==> src/rtl/decode_stage_pipe.sv <==
// rtl/decode_stage_pipe.sv - MIPS ID stage: regfile with bypass, branch resolve, ID/EX register (optional macro DECODE_BNE_EN)
module decode_stage_pipe #(
    parameter int DATA_W  = 32,
    parameter int NREGS   = 32,
    parameter int SHAMT_W = 5,
    localparam int AW     = $clog2(NREGS)
) (
    input  logic              clk_i,
    input  logic              rst_ni,
    input  logic              valid_i,
    input  logic [31:0]       instr_id32,
    input  logic [DATA_W-1:0] pc_plus4_id32,
    input  logic              branch_i,
    input  logic              bne_i,
    input  logic [1:0]        fwd_rd1_sel_i,
    input  logic [1:0]        fwd_rd2_sel_i,
    input  logic [DATA_W-1:0] alu_out_im,
    input  logic              enable_wreg_iwb,
    input  logic [AW-1:0]     dst_reg_addr_iwb,
    input  logic [DATA_W-1:0] res_iwb,
    input  logic              stall_i,
    input  logic              flush_i,
    output logic              pc_src_o,
    output logic [DATA_W-1:0] pc_branch_o,
    output logic              valid_o,
    output logic [5:0]        op_o,
    output logic [5:0]        funct_o,
    output logic [AW-1:0]     rs_o,
    output logic [AW-1:0]     rt_o,
    output logic [AW-1:0]     rd_o,
    output logic [DATA_W-1:0] rd1_o,
    output logic [DATA_W-1:0] rd2_o,
    output logic [DATA_W-1:0] sign_imm_o,
    output logic [DATA_W-1:0] shamt_o
);

    typedef struct packed {
        logic              valid;
        logic [5:0]        op;
        logic [5:0]        funct;
        logic [AW-1:0]     rs;
        logic [AW-1:0]     rt;
        logic [AW-1:0]     rd;
        logic [DATA_W-1:0] rd1;
        logic [DATA_W-1:0] rd2;
        logic [DATA_W-1:0] sign_imm;
        logic [DATA_W-1:0] shamt;
    } idex_t;

    logic [DATA_W-1:0] rf_q [NREGS];
    logic [DATA_W-1:0] rf_d [NREGS];
    idex_t             idex_q, idex_d;

    logic [AW-1:0]     rs_addr, rt_addr, rd_addr;
    logic [DATA_W-1:0] rd1_bp, rd2_bp;
    logic [DATA_W-1:0] fwd1, fwd2;
    logic [DATA_W-1:0] sign_imm, shamt_ext;
    logic              eq;

    assign rs_addr   = instr_id32[21+AW-1:21];
    assign rt_addr   = instr_id32[16+AW-1:16];
    assign rd_addr   = instr_id32[11+AW-1:11];
    assign sign_imm  = {{(DATA_W-16){instr_id32[15]}}, instr_id32[15:0]};
    assign shamt_ext = {{(DATA_W-SHAMT_W){1'b0}}, instr_id32[6+SHAMT_W-1:6]};

    // Regfile next state: single WB write port, r0 is never written
    always_comb begin
        rf_d = rf_q;
        if (enable_wreg_iwb && dst_reg_addr_iwb != '0) begin
            rf_d[dst_reg_addr_iwb] = res_iwb;
        end
    end

    // Regfile storage, cleared by async reset
    always_ff @(posedge clk_i or negedge rst_ni) begin
        if (!rst_ni) begin
            for (int i = 0; i < NREGS; i++) begin
                rf_q[i] <= '0;
            end
        end else begin
            rf_q <= rf_d;
        end
    end

    // Read ports with write-through bypass so WB data is visible in the same cycle
    always_comb begin
        rd1_bp = rf_q[rs_addr];
        rd2_bp = rf_q[rt_addr];
        if (rs_addr == '0) begin
            rd1_bp = '0;
        end else if (enable_wreg_iwb && dst_reg_addr_iwb == rs_addr) begin
            rd1_bp = res_iwb;
        end
        if (rt_addr == '0) begin
            rd2_bp = '0;
        end else if (enable_wreg_iwb && dst_reg_addr_iwb == rt_addr) begin
            rd2_bp = res_iwb;
        end
    end

    // Branch operand forwarding from MEM ALU result or WB result
    always_comb begin
        case (fwd_rd1_sel_i)
            2'd1:    fwd1 = alu_out_im;
            2'd2:    fwd1 = res_iwb;
            default: fwd1 = rd1_bp;
        endcase
        case (fwd_rd2_sel_i)
            2'd1:    fwd2 = alu_out_im;
            2'd2:    fwd2 = res_iwb;
            default: fwd2 = rd2_bp;
        endcase
    end

    assign eq          = (fwd1 == fwd2);
    assign pc_branch_o = pc_plus4_id32 + (sign_imm << 2);

`ifdef DECODE_BNE_EN
    assign pc_src_o = valid_i & branch_i & (eq ^ bne_i);
`else
    logic unused_bne;
    assign unused_bne = bne_i;
    assign pc_src_o   = valid_i & branch_i & eq;
`endif

    // ID/EX next state: flush beats stall, stall holds, otherwise capture
    always_comb begin
        idex_d = idex_q;
        if (flush_i) begin
            idex_d = '0;
        end else if (!stall_i) begin
            idex_d.valid    = valid_i;
            idex_d.op       = instr_id32[31:26];
            idex_d.funct    = instr_id32[5:0];
            idex_d.rs       = rs_addr;
            idex_d.rt       = rt_addr;
            idex_d.rd       = rd_addr;
            idex_d.rd1      = rd1_bp;
            idex_d.rd2      = rd2_bp;
            idex_d.sign_imm = sign_imm;
            idex_d.shamt    = shamt_ext;
        end
    end

    // ID/EX pipeline register
    always_ff @(posedge clk_i or negedge rst_ni) begin
        if (!rst_ni) begin
            idex_q <= '0;
        end else begin
            idex_q <= idex_d;
        end
    end

    assign valid_o    = idex_q.valid;
    assign op_o       = idex_q.op;
    assign funct_o    = idex_q.funct;
    assign rs_o       = idex_q.rs;
    assign rt_o       = idex_q.rt;
    assign rd_o       = idex_q.rd;
    assign rd1_o      = idex_q.rd1;
    assign rd2_o      = idex_q.rd2;
    assign sign_imm_o = idex_q.sign_imm;
    assign shamt_o    = idex_q.shamt;

endmodule

==> config.mk <==
export PLATFORM = sky130hd
export DESIGN_NAME = decode_stage_pipe
export DESIGN_NICKNAME = d
export VERILOG_FILES = /design/src/rtl/decode_stage_pipe.sv
export SDC_FILE = /design/constraint.sdc
export NUM_CORES = 2
export LEC_CHECK = 0
export ABC_AREA = 1
export BUFFER_PORTS_ARGS = -buffer_cell sky130_fd_sc_hd__buf_2
export CAP_MARGIN = 20
export CORE_UTILIZATION = 45
export CTS_BUF_LIST = sky130_fd_sc_hd__clkbuf_8
export DETAILED_ROUTE_END_ITERATION = 8
export PLACE_DENSITY = 0.62
export SLEW_MARGIN = 40
export SYNTH_ARGS = -nofsm -noshare
export SYNTH_HDL_FRONTEND = slang
export SYNTH_SLANG_ARGS = --single-unit
==> constraint.sdc <==
create_clock -name clk_i -period 3.2 [get_ports clk_i]
set_input_delay 0.32 -clock clk_i [delete_from_list [all_inputs] [get_ports clk_i]]
set_output_delay 0.32 -clock clk_i [all_outputs]
set_load 0.01 [all_outputs]
Word level (Yosys, flattened, before mapping)
Cells that the tools add are included.
- add/sub/neg operators: 1
- eq/ne operators: 8
- bitwise logic cells: 5
- $lt $le $gt $ge: 4
- multiplexer cells: 17
- reductions and logical operators: 7
- operators with widths (cell ; number):
    $bwmux W1024 ; 1
    $bmux W32 S5 ; 2
    $mux W156 ; 2
    $mux W32 ; 9
    $demux W32 S5 ; 1
    $pmux W32 S2 ; 2
    $add A32 B32 Y32 ; 1
    $eq A32 B32 Y1 ; 1
    $ge A6 B6 Y1 const B ; 3
    $not A5 Y6 ; 3
    $eq A5 B5 Y1 ; 2
    $logic_not A5 Y1 ; 2
    $lt A6 B1 Y1 const B ; 1
    $reduce_bool A5 Y1 ; 1
    $eq A2 B1 Y1 const B ; 2
    $eq A2 B2 Y1 const B ; 2
    $logic_and A1 B1 Y1 ; 4
    $and A1 B1 Y1 ; 2
    $ne A2 B1 Y1 const B ; 1
- register bits after elaboration: 1180
- output and inout port bits: 189

Longest topological paths before layout
- depth in word-level cells: 9
- depth in mapped cells: 22

Worst setup path before layout
No wires, ideal clock.
- path type: input to output
- from: in instr_id32[0]
- to: out pc_branch_o[26]
- arrival time: 2.345 ns
- path slack: 0.535 ns
- path buffers: 0
- stages on the path: 14
- cell sequence: ha_1 inv_1 fa_1 o21ai_1 a21oi_1 o21ai_1 a21oi_1 o21ai_1 a21oi_1 o21ai_1 nand3_1 nand2_1 nand2_1 nand2_1
- longest elaborated chain between the ends: 1
- ends and longest elaborated chain (item ; RTL line ; text):
    from (decl) ; 11 ; input logic [31:0] instr_id32,
    $add A32 B32 Y32 ; 116 ; assign pc_branch_o = pc_plus4_id32 + (sign_imm << 2);
    to (decl) ; 24 ; output logic [DATA_W-1:0] pc_branch_o,
No other way between the ends.

Worst setup path after layout
- from: reg rf_q[264] in the netlist's numbering
- to: out pc_src_o
- longest elaborated chain between the ends: 8
- elaborated cells on any way between the ends: 14
- those cells by class: 1 x eq/ne; 12 x mux; 1 x bitwise
- ends and longest elaborated chain (item ; RTL line ; text):
    from (decl) ; 50 ; logic [DATA_W-1:0] rf_q [NREGS];
    from (signal assigned) ; 81 ; rf_q <= rf_d;
    $bmux W32 S5 (on tied branches) ; 87, 88 ;
    $mux W32 (on tied branches) (2 in a row) ; 87, 88 ;
    $mux W32 (on tied branches) ; 91, 96 ;
    $mux W32 (on tied branches) ; 89, 94 ;
    $pmux W32 S2 (on tied branches) ; 103, 108 ;
    $eq A32 B32 Y1 (*) ; 115 ; assign eq = (fwd1 == fwd2);
    $and A1 B1 Y1 (*) ; 123 ; assign pc_src_o = valid_i & branch_i & eq;
    to (decl) ; 23 ; output logic pc_src_o,
Every way passes the cells marked *; elsewhere a longest branch is shown, timed or not. The select of a mux whose other input is x is not followed.

==> impl_metrics.json <==
{
  "routed_via_density": 5.83,
  "ys_top_cells_by_count": "2938 x nand2_1, 1275 x o21ai_0, 1170 x nand3_1, 1121 x dfrtp_1, 701 x inv_1",
  "drtAntennaViolNets": 0,
  "antenna_found_initial": 10,
  "place_ws_ns": -0.548,
  "routabilityCongestion": 0.973,
  "synth_fa_ha_area_share_pct": 0.658,
  "cp.required_ns": 2.88,
  "final-setup-viol-count": 1,
  "ioPinCount": 334,
  "critPathTopFamily": "simple AND/OR/NAND/NOR gates",
  "yosys.area_share.simple_pct": 28.2,
  "final-hold-violation-count": 0,
  "period_needed_ns": 3.64,
  "cpMostUsedCell": "nand2_1",
  "fin_ws_ns": -0.436,
  "drcViolationCount": 0,
  "initial_utilization_pct": 45.6,
  "tritoncts": "built",
  "drive_gt1_share_pct": 17.4,
  "timing.final.crit_share_pct": 114,
  "critPathArrivalTime_ns": 3.32,
  "slew_viol_final": 0,
  "hold_class": "in -> reg",
  "max_cap_violations": 0,
  "dp_cells": 11439,
  "fmaxAchievable_mhz": 275,
  "vias": 69561,
  "tightest_slew_ns": 0.830,
  "row_count": 139,
  "hpwl_mm": 183,
  "yosysTopAreaCell": "dfrtp_1",
  "post-route-util_pct": 55.2,
  "path_class": "reg -> out",
  "crit_fanout": 3,
  "nets": 10047,
  "final_cells": 11933,
  "finClkSkew_ns": 0.0428,
  "synth_edf_count": 0,
  "grt_pass1_wl_mm": 408,
  "power_leakage_nw": 39.1,
  "slew_headroom_pct": 44.3,
  "worstSkewPairLatency_ns": 0.97,
  "drt_wl_total_mm": 275,
  "crit_slowest_cell": "dfrtp_1",
  "grt_max_degree": 110,
  "path_buf_inv": 4,
  "core_mm2": 0.144,
  "crit_chain": "inv_2, nand2_1, o211ai_1, nand3_2, nand3_4, nand3_2, buf_6, o21bai_4, nand2_1, nand2_1, inv_1, nand2_1, nand2_2, nor2_4, nand2_2, nor2_2, nand2_1, nor2_2, buf_2",
  "cts_root_buffer": "clkbuf_8",
  "synth_warnings": 0,
  "outcome": "finished, violations left",
  "syn_area_per_cell_um2": 7.01,
  "ir_drop_mv": 0.513,
  "synth_cell_type_count": 42,
  "syn2layout_area_growth_pct": 21.1,
  "critPathLaunchType": "flip-flop",
  "muxShareOfSynthArea_pct": 0,
  "violations": "setup timing",
  "die_w_um": 384,
  "die_area_mm2": 0.148,
  "clk_pin_slew_ns": 0.06,
  "grt_overflow": 0,
  "slowest_delay_ns": 0.38,
  "synthXorXnorAreaFrac_pct": 0.373,
  "synth-compound-area-share_pct": 18.0,
  "wl_per_cell_um": 23.0,
  "dominantRegCellSynth": "dfrtp_1",
  "synth_top_cell_area_share_pct": 42.6,
  "cts.sinks": 1121,
  "grt_setup_unrepaired": "yes",
  "grt_pass1_vias": 63399,
  "io_buffer_count": 301,
  "p_per_area_mw_per_mm2": 544,
  "synth.cell_area_mm2": 0.0658,
  "numCtsBuffers": 195,
  "cts_buffer_depth": 3,
  "synth_area_leaders": "dfrtp_1 43%, nand2_1 17%, o21ai_0 9.7%, nand3_1 8.9%, o211ai_1 4.9%",
  "cts-htree-levels": 4,
  "cp-end-kind": "output pin",
  "synth_top_family_by_area": "simple AND/OR/NAND/NOR gates",
  "async_flop_share_pct": 100,
  "drtPass1Iterations": 8,
  "synth.most_common_cell": "nand2_1",
  "yosysSeqAreaShare_pct": 42.6,
  "drt_iter0_markers": 10401,
  "die_y_um": 384,
  "synthCells": 9393,
  "track_usage_pct": 36.6,
  "ys_ff_latch": 1121
}
worst register-to-register path, delay by kind of cell, from the launching register on:
family / cells / cell delay (ns)
AND/OR/NAND/NOR: 8 / 0.79
buffers and inverters: 13 / 1.56
AO/OA/AOI/OAI: 2 / 0.30
flip-flops: 1 / 0.37
routing by layer:
layer,part of all wire (%),wire length (um),vias up,track usage (%)
met4,3.3,9130,8,12.2
li1,-,-,31696,-
met3,13,36100,594,10.3
met2,41,114000,4333,52.1
met5,0.016,45,-,0
met1,42,116000,32930,52.9
cells in the final DEF, fill, tap and decap left out, types with 17 or more instances in the layout:
| cell type | netlist | layout |
|---|---|---|
| buf_6 | 8 | 28 |
| buf_2 | 283 | 293 |
| buf_12 | 0 | 124 |
| a21oi_1 | 288 | 282 |
| or2_2 | 32 | 30 |
| clkinv_2 | 0 | 34 |
| inv_1 | 701 | 727 |
| dlygate4sd3_1 | 0 | 104 |
| o211ai_1 | 426 | 426 |
| nand2_4 | 0 | 19 |
| nand2_1 | 2938 | 2756 |
| o21ai_0 | 1275 | 1252 |
| nand3_4 | 0 | 17 |
| o21ai_1 | 22 | 28 |
| dfrtp_1 | 1121 | 1121 |
| inv_2 | 9 | 29 |
| ha_1 | 33 | 30 |
| xor2_1 | 20 | 20 |
| clkbuf_8 | 0 | 244 |
| a221o_1 | 44 | 44 |
| buf_4 | 73 | 576 |
| nand3_2 | 0 | 92 |
| nand2_2 | 0 | 163 |
| nand3_1 | 1170 | 1061 |
| conb_1 | 1 | 27 |
| nor2_1 | 354 | 330 |
| nor3_1 | 19 | 19 |
power by group:
| part | total (mW) | switching (mW) | internal, mW |
|---|---|---|---|
| Clock | 13.9 | 6.42 | 7.50 |
| Sequential | 18.3 | 1.60 | 16.7 |
| Combinational | 11.2 | 7.03 | 4.13 |
logic make-up (layout without fill, tap and decap cells):
kind of cell,count (synthesis),in the layout
compound gates,2089,2089
xor+xnor,28,28
fa+ha+maj,34,34
buf+inv,1601,2204
flops,1121,1121
other cells,1,35
simple gates,4519,4519
metrics by stage:
| stage | total power [mW] | instance area [um2] | hold slack, ns | TNS [ns] |
|---|---|---|---|---|
| finish | 43.4 | 79700 | 0.0807 | -0.436 |
| global route | 45.7 | 79700 | 0.0978 | -0.627 |
| global placement | 28.5 | 72800 | 0.333 | -0.603 |
| detailed placement | 28.8 | 72800 | 0.338 | -0.548 |
| floorplan | 24.6 | 65900 | 0.0244 | 0 |
| CTS | 43.0 | 78900 | 0.0118 | -0.687 |
state kept, by name, summed over array words and instances, names as in the netlist:
name / flops
rf_q: 1024
rd_o: 4
rs_o: 5
sign_imm_o: 7
rd1_o: 32
valid_o: 1
op_o: 6
rt_o: 5
funct_o: 5
rd2_o: 32
path summary, 6_finish.rpt:
check | from | to | slack [ns] | cells past startpoint
max | rf_q[264] | pc_src_o | -0.44 | 19
max reg2reg | rf_q[685] | rd2_o[13] | 0.12 | 23
min reg2reg | rf_q[1007] | rf_q[1007] | 0.37 | 0
max in group asynchronous | rst_ni | rf_q[64] | 2.22 | 4
min | dst_reg_addr_iwb[3] | rf_q[385] | 0.08 | 5
min in group asynchronous | rst_ni | rf_q[581] | 0.20 | 3
area by class of cell:
type | instances | area (um2)
fill | 13766 | 64600
multi-input combinational | 6697 | 32700
sequential | 1121 | 28100
timing repair buffer | 1130 | 9700
clock buffer | 244 | 3360
inverter | 723 | 2760
tap | 1903 | 2380
clock inverter | 107 | 716
antenna | 8 | 20.0
timing repair:
| item | in CTS | in global routing |
|---|---|---|
| hold endpoints to repair | 1106 | 0 |
| gates resized for setup | 201 | 229 |
| cloned | 0 | 0 |
| hold buffers | 105 | 0 |
| setup endpoints to repair | 1 | 11 |
| pin swaps | 59 | 124 |
| buffers inserted | 22 | 17 |
Power figures use the tool's default switching activity.
